### src/rtl/gpu_raster_pkg.sv
// Shared types and constants for the triangle setup path: vertex type,
// dispatcher state encoding and the split-point divider latency.
package gpu_raster_pkg;

    localparam int COORD_W    = 10;
    localparam int DIV_CYCLES = 2 * COORD_W + 1;

    typedef struct packed {
        logic [COORD_W-1:0] x;
        logic [COORD_W-1:0] y;
    } vertex_t;

    typedef enum logic [3:0] {
        ST_IDLE,
        ST_SORT,
        ST_DIV,
        ST_BF_GO,
        ST_BF_LO,
        ST_BF_HI,
        ST_TF_GO,
        ST_TF_LO,
        ST_TF_HI,
        ST_FIN
    } state_t;

    // Of an equal-y pair, the smaller x is the left vertex; on a tie the first one wins.
    function automatic vertex_t pick_left(vertex_t first, vertex_t second);
        return (second.x < first.x) ? second : first;
    endfunction

    function automatic vertex_t pick_right(vertex_t first, vertex_t second);
        return (second.x < first.x) ? first : second;
    endfunction

endpackage

### src/rtl/tri_split_div.sv
// Sequential signed-by-unsigned restoring divider for the split-point x offset.
// One quotient bit per cycle; done is high during the final step, quotient valid with it.
module tri_split_div
    import gpu_raster_pkg::*;
(
    input  logic                         clk,
    input  logic                         rst,
    input  logic                         start,
    input  logic signed [DIV_CYCLES-1:0] num,
    input  logic [COORD_W-1:0]           den,
    output logic                         done,
    output logic signed [DIV_CYCLES-1:0] quot
);

    localparam int CNT_W = $clog2(DIV_CYCLES);

    logic                  run;
    logic [CNT_W-1:0]      cnt;
    logic                  neg;
    logic [DIV_CYCLES-1:0] quo, quo_nxt;
    logic [COORD_W-1:0]    rem, rem_nxt, den_q, diff;
    logic [COORD_W:0]      rem_sh;
    logic                  fits;

    always_comb begin
        rem_sh  = {rem, quo[DIV_CYCLES-1]};
        fits    = (rem_sh >= {1'b0, den_q});
        // When the trial subtraction fits, the result is below den, so the low bits suffice.
        diff    = rem_sh[COORD_W-1:0] - den_q;
        rem_nxt = fits ? diff : rem_sh[COORD_W-1:0];
        quo_nxt = {quo[DIV_CYCLES-2:0], fits};
    end

    assign done = run && (cnt == CNT_W'(DIV_CYCLES - 1));
    assign quot = neg ? -$signed(quo_nxt) : $signed(quo_nxt);

    always_ff @(posedge clk) begin
        if (rst) begin
            run <= 1'b0;
            cnt <= '0;
        end else if (start) begin
            run <= 1'b1;
            cnt <= '0;
        end else if (run) begin
            cnt <= cnt + 1'b1;
            if (done) run <= 1'b0;
        end
    end

    always_ff @(posedge clk) begin
        if (start) begin
            quo   <= num[DIV_CYCLES-1] ? $unsigned(-num) : $unsigned(num);
            rem   <= '0;
            den_q <= den;
            neg   <= num[DIV_CYCLES-1];
        end else if (run) begin
            quo <= quo_nxt;
            rem <= rem_nxt;
        end
    end

endmodule

### src/rtl/triangle_dispatcher.sv
// Splits an arbitrary triangle at its middle vertex and sequences the
// bottom-flat then top-flat rasterizer units over their start/done handshakes.
module triangle_dispatcher
    import gpu_raster_pkg::*;
(
    input  logic               clk,
    input  logic               rst,
    input  logic               tri_valid,
    output logic               tri_ready,
    input  logic [COORD_W-1:0] v0_x,
    input  logic [COORD_W-1:0] v0_y,
    input  logic [COORD_W-1:0] v1_x,
    input  logic [COORD_W-1:0] v1_y,
    input  logic [COORD_W-1:0] v2_x,
    input  logic [COORD_W-1:0] v2_y,
    output logic               bf_start,
    output logic [COORD_W-1:0] bf_top_x,
    output logic [COORD_W-1:0] bf_top_y,
    output logic [COORD_W-1:0] bf_bot_l_x,
    output logic [COORD_W-1:0] bf_bot_l_y,
    output logic [COORD_W-1:0] bf_bot_r_x,
    output logic [COORD_W-1:0] bf_bot_r_y,
    input  logic               bf_done,
    output logic               tf_start,
    output logic [COORD_W-1:0] tf_bot_x,
    output logic [COORD_W-1:0] tf_bot_y,
    output logic [COORD_W-1:0] tf_top_l_x,
    output logic [COORD_W-1:0] tf_top_l_y,
    output logic [COORD_W-1:0] tf_top_r_x,
    output logic [COORD_W-1:0] tf_top_r_y,
    input  logic               tf_done,
    output logic               busy,
    output logic               tri_done,
    output logic               degen
);

    state_t  state, state_nxt;
    vertex_t vin0, vin1, vin2;
    vertex_t va, vb, vc, vd, tmp;
    vertex_t bf_top, bf_l, bf_r, tf_bot, tf_l, tf_r;
    logic    degen_q, tf_needed;
    logic    flat_all, flat_bot, flat_top;
    logic    div_start, div_done;
    logic signed [DIV_CYCLES-1:0] div_num, div_quot;
    logic [COORD_W-1:0]           div_den, dy;
    logic signed [COORD_W:0]      dx;

    // Stable three-element sort by y: only strictly-smaller y moves forward.
    always_comb begin
        va  = vin0;
        vb  = vin1;
        vc  = vin2;
        tmp = vin0;
        if (vb.y < va.y) begin tmp = va; va = vb; vb = tmp; end
        if (vc.y < vb.y) begin tmp = vb; vb = vc; vc = tmp; end
        if (vb.y < va.y) begin tmp = va; va = vb; vb = tmp; end
    end

    assign flat_all = (va.y == vc.y);
    assign flat_bot = (vb.y == vc.y);
    assign flat_top = (va.y == vb.y);

    assign dy      = vb.y - va.y;
    assign dx      = $signed({1'b0, vc.x}) - $signed({1'b0, va.x});
    assign div_num = DIV_CYCLES'(dx) * DIV_CYCLES'($signed({1'b0, dy}));
    assign div_den = vc.y - va.y;

    // xD is guaranteed in range, so modular addition of the low bits is exact.
    assign vd.x = COORD_W'(va.x + div_quot);
    assign vd.y = vb.y;

    tri_split_div u_div (
        .clk   (clk),
        .rst   (rst),
        .start (div_start),
        .num   (div_num),
        .den   (div_den),
        .done  (div_done),
        .quot  (div_quot)
    );

    always_comb begin
        state_nxt = state;
        div_start = 1'b0;
        case (state)
            ST_IDLE:  if (tri_valid) state_nxt = ST_SORT;
            ST_SORT: begin
                if (flat_all)      state_nxt = ST_FIN;
                else if (flat_bot) state_nxt = ST_BF_GO;
                else if (flat_top) state_nxt = ST_TF_GO;
                else begin
                    state_nxt = ST_DIV;
                    div_start = 1'b1;
                end
            end
            ST_DIV:   if (div_done) state_nxt = ST_BF_GO;
            ST_BF_GO: state_nxt = ST_BF_LO;
            ST_BF_LO: if (!bf_done) state_nxt = ST_BF_HI;
            ST_BF_HI: if (bf_done) state_nxt = tf_needed ? ST_TF_GO : ST_FIN;
            ST_TF_GO: state_nxt = ST_TF_LO;
            ST_TF_LO: if (!tf_done) state_nxt = ST_TF_HI;
            ST_TF_HI: if (tf_done) state_nxt = ST_FIN;
            ST_FIN:   state_nxt = ST_IDLE;
            default:  state_nxt = ST_IDLE;
        endcase
    end

    always_ff @(posedge clk) begin
        if (tri_ready && tri_valid) begin
            vin0 <= {v0_x, v0_y};
            vin1 <= {v1_x, v1_y};
            vin2 <= {v2_x, v2_y};
        end
    end

    always_ff @(posedge clk) begin
        if (rst) begin
            state     <= ST_IDLE;
            degen_q   <= 1'b0;
            tf_needed <= 1'b0;
            bf_top    <= '0;
            bf_l      <= '0;
            bf_r      <= '0;
            tf_bot    <= '0;
            tf_l      <= '0;
            tf_r      <= '0;
        end else begin
            state <= state_nxt;
            if (state == ST_SORT) begin
                degen_q   <= flat_all;
                tf_needed <= !flat_bot;
                if (flat_bot && !flat_all) begin
                    bf_top <= va;
                    bf_l   <= pick_left(vb, vc);
                    bf_r   <= pick_right(vb, vc);
                end
                if (flat_top && !flat_all) begin
                    tf_bot <= vc;
                    tf_l   <= pick_left(va, vb);
                    tf_r   <= pick_right(va, vb);
                end
            end
            // General case: both halves share the edge B-D.
            if (state == ST_DIV && div_done) begin
                bf_top <= va;
                bf_l   <= pick_left(vb, vd);
                bf_r   <= pick_right(vb, vd);
                tf_bot <= vc;
                tf_l   <= pick_left(vb, vd);
                tf_r   <= pick_right(vb, vd);
            end
        end
    end

    assign tri_ready = (state == ST_IDLE);
    assign busy      = (state != ST_IDLE);
    assign bf_start  = (state == ST_BF_GO);
    assign tf_start  = (state == ST_TF_GO);
    assign tri_done  = (state == ST_FIN);
    assign degen     = (state == ST_FIN) && degen_q;

    assign bf_top_x   = bf_top.x;
    assign bf_top_y   = bf_top.y;
    assign bf_bot_l_x = bf_l.x;
    assign bf_bot_l_y = bf_l.y;
    assign bf_bot_r_x = bf_r.x;
    assign bf_bot_r_y = bf_r.y;
    assign tf_bot_x   = tf_bot.x;
    assign tf_bot_y   = tf_bot.y;
    assign tf_top_l_x = tf_l.x;
    assign tf_top_l_y = tf_l.y;
    assign tf_top_r_x = tf_r.x;
    assign tf_top_r_y = tf_r.y;

endmodule

### config.mk
export PLATFORM = sky130hd
export DESIGN_NAME = triangle_dispatcher
export DESIGN_NICKNAME = d
export VERILOG_FILES = /design/src/rtl/gpu_raster_pkg.sv /design/src/rtl/tri_split_div.sv /design/src/rtl/triangle_dispatcher.sv
export SDC_FILE = /design/constraint.sdc
export NUM_CORES = 1
export LEC_CHECK = 0
export BUFFER_PORTS_ARGS = -buffer_cell sky130_fd_sc_hd__buf_2
export CORE_ASPECT_RATIO = 0.7
export CORE_MARGIN = 3
export CORE_UTILIZATION = 50
export CTS_BUF_LIST = sky130_fd_sc_hd__clkbuf_4 sky130_fd_sc_hd__clkbuf_8
export CTS_CLUSTER_SIZE = 30
export DETAILED_ROUTE_END_ITERATION = 16
export PLACE_DENSITY = 0.77
export SLEW_MARGIN = 20
export SYNTH_ARGS = -nofsm -noshare
export SYNTH_HDL_FRONTEND = slang
export SYNTH_HIERARCHICAL = 1
export SYNTH_SLANG_ARGS = --single-unit
### constraint.sdc
create_clock -name clk -period 16.25 [get_ports clk]
set_input_delay 2.4375 -clock clk [delete_from_list [all_inputs] [get_ports clk]]
set_output_delay 2.4375 -clock clk [all_outputs]
set_load 0.03 [all_outputs]
### Word-level counts from Yosys, hierarchy flattened

Index checks and enable logic that the tools add are counted.

* output and inout port bits: 126
* bits of input ports: 65
* logic and storage cells: 133
* register bits: 234

* $mul: 1
* equal/unequal tests: 19
* magnitude comparators: 7
* reduce and logical (&&, ||, !) cells: 18
* mux-type cells: 53
* add/sub/neg operators: 8

Operators with widths (count)
* 20-bit two-way mux: 30
* 21-bit two-way mux: 3
* 10-bit < comparator: 6
* 4-bit one-hot mux with 9 select lines: 1
* 4-bit two-way mux: 8
* 10-bit equality test: 3
* 10-bit subtractor: 3
* 11-bit by 11-bit multiplier with 21-bit output: 1
* 21-bit negation: 1
* 10-bit two-way mux: 2
* 4-bit by 3-bit equality test with 1-bit output (second input constant): 4
* 2-bit != test (second input constant): 6
* 11-bit by 10-bit greater-or-equal comparator with 1-bit output: 1
* 10-bit by 10-bit subtractor with 11-bit output: 1
* 10-bit adder: 1
* 10-bit negation: 1
* 4-bit by 2-bit equality test with 1-bit output (second input constant): 2
* 4-bit equality test (second input constant): 2
* 2-bit nonzero test: 4
* 1-bit two-way mux: 7
* 1-bit logical AND: 6
* 3-bit two-way mux: 2
* 6-bit AND reduction: 1
* 5-bit by 1-bit adder with 5-bit output (second input constant): 1
* 7 further kinds: 9

### Logic depth before layout (Yosys ltp)

Gate-level depths: netlist (run 1).

* word-level depth: 12
* depth in mapped cells: 68

### Cells and area by module

Netlist (run 1), hierarchy kept.

Modules (own cells, without submodules)
* triangle_dispatcher: times used 1, cells an instance 2036, area each 17376.7 um2, seq. area each 4324.1 um2
* tri_split_div: times used 1, cells an instance 335, area each 3183.1 um2, seq. area each 1281.2 um2

### Worst setup path after synthesis (run 1)

OpenSTA, ideal clock, no wires.

* path kind: reg2reg
* start: reg vin1[6] (netlist bit)
* end: reg u_div.quo[18] (data pin)
* period minus slack after synthesis: 13370 ps
* arrival: 13100 ps
* library setup time: 270 ps
* path slack: 2880 ps
* cell stages (with the launch flop): 59
* buffers on the path: 6
* data required time: 15980 ps
* cells stage by stage: edfxtp_1 -> ha_1 -> nand4_1 -> or3_4 -> buf_6 -> nand2_1 -> a21o_1 -> inv_1 -> ha_1 -> and4_1 -> o211ai_1 -> a21oi_1 -> o21ai_2 -> nand3_1 -> buf_2 -> buf_2 -> mux2i_1 -> inv_1 -> [... 23 more ...] -> fa_1 -> fa_1 -> inv_1 -> fa_1 -> inv_1 -> ha_1 -> nand2_1 -> nand2b_1 -> a21oi_1 -> nand2b_1 -> o2111ai_1 -> a21oi_1 -> xnor2_1 -> clkbuf_1 -> buf_1 -> o41ai_1 -> xor2_1 -> a21oi_1

RTL lines
* start, declared: line triangle_dispatcher.sv:38 `vertex_t vin0, vin1, vin2;`
* start signal, assigned: line triangle_dispatcher.sv:111 `vin1 <= {v1_x, v1_y};`
* end signal, assigned: line tri_split_div.sv:52 `quo <= num[DIV_CYCLES-1] ? $unsigned(-num) : $unsigned(num);`
* end signal, assigned: line tri_split_div.sv:57 `quo <= quo_nxt;`
* end, declared: line tri_split_div.sv:20 `logic [DIV_CYCLES-1:0] quo, quo_nxt;`

==> results of run 1 <==
[path summary, 6_finish.rpt]
| kind | to | slack, ps | cells after the start |
|---|---|---|---|
| worst max-delay path | u_div/quo[11]$_DFFE_PP_ | 1260 | 58 |
| worst min-delay path | tf_bot_y[2]$_SDFFE_PP0P_ | 450 | 2 |
| worst max register to register | u_div/quo[11]$_DFFE_PP_ | 1260 | 58 |
| worst min register to register | tf_bot_y[2]$_SDFFE_PP0P_ | 450 | 2 |
[critical path, delay by kind of cell (launching register included)]
family	cells	cell delay (ps)
buf+inv	10	1430
fa+ha+maj	11	4780
mux	3	990
simple gates	9	1830
xor+xnor	2	210
flops	1	410
compound gates	23	5080
[per-layer routing]
metal,share of wire [%],up-vias
met5,0,-
met4,2.6,0
met3,10,117
met2,44,953
met1,43,8831
li1,-,8512
[sequential cells by signal, indices dropped and copies added (netlist names), 20 cells and up]
name,flops
u_div/quo,21
vin0,20
vin1,20
vin2,20
[cell type report]
type                    count  area (sq um)  share of cell area [%]
flip-flops and latches    234          5605                   24.79
well taps                 535         669.4                   2.960
clock buffers              58         729.5                   3.226
repair buffers            235          1311                   5.799
inverters                 267          1002                   4.432
clock inverters            14         155.1                  0.6861
multi-input cells        1718         13140                   58.11
[cell usage in the layout (no fill, tap or decap), types with 9 or more instances in the layout]
master    count
a211oi_1     44
a211oi_2     24
a21o_1       28
a21oi_1     132
a22oi_1      15
a31oi_1      25
and2_1       23
and3_1       23
buf_2       189
buf_4        45
clkbuf_4     11
clkbuf_8     47
dfxtp_1     142
edfxtp_1     92
fa_1        106
ha_1        146
inv_1       266
mux2_2       20
mux2i_1      63
nand2_1     267
nand2b_1     26
nand3_1      47
nand4_1      20
nor2_1      141
nor2b_1      20
nor3_1       81
nor3b_1       9
o211ai_1     18
o21a_1       11
o21ai_0     119
o22a_1       10
o311ai_0     10
o31ai_1       9
o31ai_2       9
or3_1        11
or4b_2        9
xnor2_1      62
xor2_1       34
[through the flow]
stage               utilization, %  setup WS (ps)  cell area (sq um)  cells  hold slack [ps]
floorplan                        -           2880              20310   2343            469.3
global placement             54.30           1337              21680   2988            440.5
detailed placement           54.30          789.1              21680   2988            437.2
CTS                          56.52          762.7              22560   3060            449.4
global route                 56.65          206.9              22610   3061            466.8
finish                       56.65           1257              22610   3061            446.7
==> flow_summary.json, run 1 <==
{
  "cts-root-buf": "clkbuf_8",
  "vias_per_cell": 6.015,
  "syn_area_sq_mm": 0.02031,
  "critPathMostFrequentCell": "a21oi_1",
  "rows": 61,
  "wl_per_cell_um": 20.94,
  "cp_slowest_cell": "fa_1",
  "htree_levels": 2,
  "numCtsBuffers": 39,
  "finalMaxSlewViolations": 0,
  "fin_crit_ps": 14990,
  "worstSetupEndpointType": "flip-flop",
  "grtUsageTotal_pct": 29.17,
  "grt_pass1_vias": 17660,
  "avgSynthCellArea_sq_um": 8.668,
  "fp.dieW_um": 246.9,
  "r2r_start": "vin0[2]$_DFFE_PP_",
  "maxSlewHeadroom_pct": 28.08,
  "ant_nets": 0,
  "worst_pin_slew_ps": 1068,
  "use_met1_pct": 42.55,
  "yosysWarningCount": 6,
  "cts_setup_buffers": 0,
  "boundaryPins": 191,
  "rsz0062_at_grt": "no",
  "critPathRequiredTime_ps": 16590,
  "fillers": 3632,
  "dieArea_sq_mm": 0.04311,
  "start_util_pct": 50.88,
  "fin_worst_skew_ps": 37.93,
  "startpoint": "vin0[2]$_DFFE_PP_",
  "crit_arrival_ps": 15340,
  "hpwl_um": 48980,
  "grtUsageMet3_pct": 5.001,
  "critPathKind": "reg2reg",
  "drc": 0,
  "nNetsFinal": 2812,
  "cts_tree": "done",
  "top_usage_layer": "met2",
  "min_path_type": "reg2reg",
  "hold_buffers": 0,
  "num_antenna_cells": 0,
  "maxCapViolations": 0,
  "grt_pass1_wl_um": 99070,
  "hold_violations": 0,
  "fin_crit_sh_pct": 92.26,
  "gp_congestion": 0.9722,
  "critPathLaunchType": "flip-flop",
  "use_met2_pct": 44.52,
  "grt_max_degree": 69,
  "antenna_found_initial": 0,
  "clkSinkCount": 234,
  "finalSetupViolCount": 0,
  "fmax_mhz": 66.70,
  "port_buffers": 190,
  "clkTransAtPathRegs_ps": 70,
  "syn_inst": 2343,
  "drive_gt1_share_pct": 16.15,
  "area_growth_pct": 11.35,
  "min_from": "tf_bot_y[2]$_SDFFE_PP0P_",
  "overflow": 0,
  "post_cts_resized": 0,
  "coreArea_sq_mm": 0.03992,
  "drtPass1Iterations": 8,
  "timing.setup.tns_ps": 0,
  "dr_total_vias": 18410,
  "outcome": "complete, no violations",
  "path_max_fanout": 21,
  "drt_iter0_drc": 1936,
  "die_h_um": 174.6,
  "clock_latency_ps": 600,
  "synth_nets": 2660,
  "cpPeakStageDelay_ps": 600,
  "clk_path_buf_depth": 3,
  "wl_um": 64090
}
Power of run 1 is not shown: default switching activity piles up to over one toggle a cycle in this logic, so the estimate is an artifact.
==> run 2: changes to the inputs <==
==> constraint.sdc (replaced) <==
create_clock -name clk -period 16.2 [get_ports clk]
set_input_delay 2.43 -clock clk [delete_from_list [all_inputs] [get_ports clk]]
set_output_delay 2.43 -clock clk [all_outputs]
set_load 0.03 [all_outputs]
==> run 2 against run 1 <==
Setup slack worse by 44 ps. First-iteration DRC count decreased by 11%. Fmax is essentially flat. Register-to-register slack worse by 40 ps. Final cell count is the same. Clock skew is 5.1 ps lower. Non-clock buffer count shrank 4. Critical path type unchanged.
==> flow_summary.json, run 2 (same netlist as run 1, synthesis figures left out) <==
{
  "num_antenna_cells": 0,
  "crit_cells": 51,
  "finalMaxSlewViolations": 0,
  "outcome": "complete, no violations",
  "critPathLaunchType": "flip-flop",
  "die_h_um": 174.6,
  "wl_per_cell_um": 20.97,
  "endpoint": "u_div/quo[19]$_DFFE_PP_",
  "clkSinkCount": 234,
  "maxCapViolations": 0,
  "cp_slowest_cell": "xor2_1",
  "wl_um": 64190,
  "numCtsBuffers": 41,
  "area_growth_pct": 11.30,
  "post_cts_resized": 0,
  "critPathRequiredTime_ps": 16500,
  "dr_total_vias": 18370,
  "min_path_type": "reg2reg",
  "path_max_fanout": 20,
  "r2r_start": "vin0[2]$_DFFE_PP_",
  "grt_pass1_wl_um": 99680,
  "htree_levels": 2,
  "maxSlewHeadroom_pct": 23.68,
  "overflow": 0,
  "worst-path-buf-inv": 4,
  "crit_family": "compound AO/OA/AOI/OAI gates",
  "r2r_end": "u_div/quo[19]$_DFFE_PP_",
  "worst_pin_slew_ps": 1137,
  "hold_buffers": 0,
  "min_from": "tf_bot_y[3]$_SDFFE_PP0P_",
  "largest-register": "u_div/quo",
  "final_cell_mix": "nand2_1, inv_1, buf_2, ha_1, dfxtp_1",
  "vias_per_cell": 6.000,
  "rsz0062_at_grt": "no",
  "fin_crit_sh_pct": 92.51,
  "boundaryPins": 191,
  "clock_latency_ps": 600,
  "largest_reg_flops": 21,
  "cts_tree": "done",
  "hpwl_um": 48520,
  "startpoint": "vin0[2]$_DFFE_PP_",
  "rows": 61,
  "drtPass1Iterations": 6,
  "placed_area_sq_mm": 0.02165,
  "gp_congestion": 0.9778,
  "fin_worst_skew_ps": 32.84,
  "finalCoreUtilization_pct": 56.62,
  "hold_violations": 0,
  "nNetsFinal": 2810,
  "finalSetupViolCount": 0,
  "grtUsageTotal_pct": 29.16,
  "grt_max_degree": 69,
  "coreArea_sq_mm": 0.03992,
  "grt_pass1_vias": 17370,
  "layout_commonest_cell": "nand2_1",
  "ant_nets": 0,
  "port_buffers": 190,
  "crit_arrival_ps": 15280,
  "start_util_pct": 50.88,
  "cts_setup_buffers": 0,
  "critPathMostFrequentCell": "a21oi_1",
  "dieArea_sq_mm": 0.04311,
  "antenna_found_initial": 0,
  "fp.dieW_um": 246.9,
  "worstSetupEndpointType": "flip-flop",
  "drive_gt1_share_pct": 16.07,
  "reg2reg_depth": 51,
  "reg2reg_slack_ps": 1210,
  "cpPeakStageDelay_ps": 830,
  "timing.setup.tns_ps": 0,
  "clk_path_buf_depth": 3,
  "drt_iter0_drc": 1726,
  "placed_cells": 2985,
  "fin_cells": 3061,
  "fmax_mhz": 66.72,
  "critPathKind": "reg2reg",
  "finalInstanceArea_sq_mm": 0.02260,
  "cts-root-buf": "clkbuf_8",
  "drc": 0,
  "fin_crit_ps": 14990,
  "clkTransAtPathRegs_ps": 60
}
## run 2: cell count changes in the layout (fill, tap and decap cells not counted), moves of 2 or more
cell        delta
clkbuf_8       +4
buf_4          -3
clkinv_2       +3
clkbuf_4       -2
clkinvlp_4     -2
## run 2: routing by layer
| metal | up-vias | GRT usage, % | routed length, um |
|---|---|---|---|
| met3 | 114 | 5.231 | 6036 |
| met2 | 896 | 43.74 | 27940 |
| met5 | - | 0 | 0 |
| met1 | 8847 | 42.95 | 28300 |
| li1 | 8508 | - | - |
| met4 | 0 | 8.504 | 1911 |
## run 2: cell type report
class	count	area (sq um)
tap	535	669.4
timing repair buffer	231	1261
fill	3573	17310
clock inverter	16	161.4
inverter	267	1002
multi-input combinational	1718	13130
clock buffer	60	769.5
sequential	234	5605
## run 2: worst reg2reg max path: cells and delay by family (launching register included)
kind	cells	cell delay, ps
flip-flops	1	420
multiplexers	1	460
buffers and inverters	4	520
AO/OA/AOI/OAI	23	5250
XOR/XNOR	2	1010
adder cells (fa/ha/maj)	10	4160
AND/OR/NAND/NOR	11	2880
## run 2: worst min-delay path by stage
| stage | to | slack, ps | cells past startpoint |
|---|---|---|---|
| 6_report | tf_bot_y[3]$_SDFFE_PP0P_ | 450 | 2 |
| 5_1_grt | bf_bot_r_y[6]$_SDFFE_PP0P_ | 480 | 2 |
| 4_1_cts | tf_bot_x[2]$_SDFFE_PP0P_ | 460 | 2 |
| 3_5_place_dp | tf_bot_y[7]$_SDFFE_PP0P_ | 450 | 2 |
| 3_3_place_gp | tf_bot_y[2]$_SDFFE_PP0P_ | 440 | 2 |
| 2_1_floorplan | degen_q$_SDFFE_PP0P_ | 470 | 2 |
## run 2: metrics by stage
stage	setup slack, ps	hold WS (ps)
3_3_place_gp	1579	442.1
4_1_cts	1133	458.3
2_1_floorplan	2830	469.3
5_1_grt	79.21	479.6
6_report	1213	453.9
3_5_place_dp	1154	446.9
Power of run 2 is left out for the same reason.
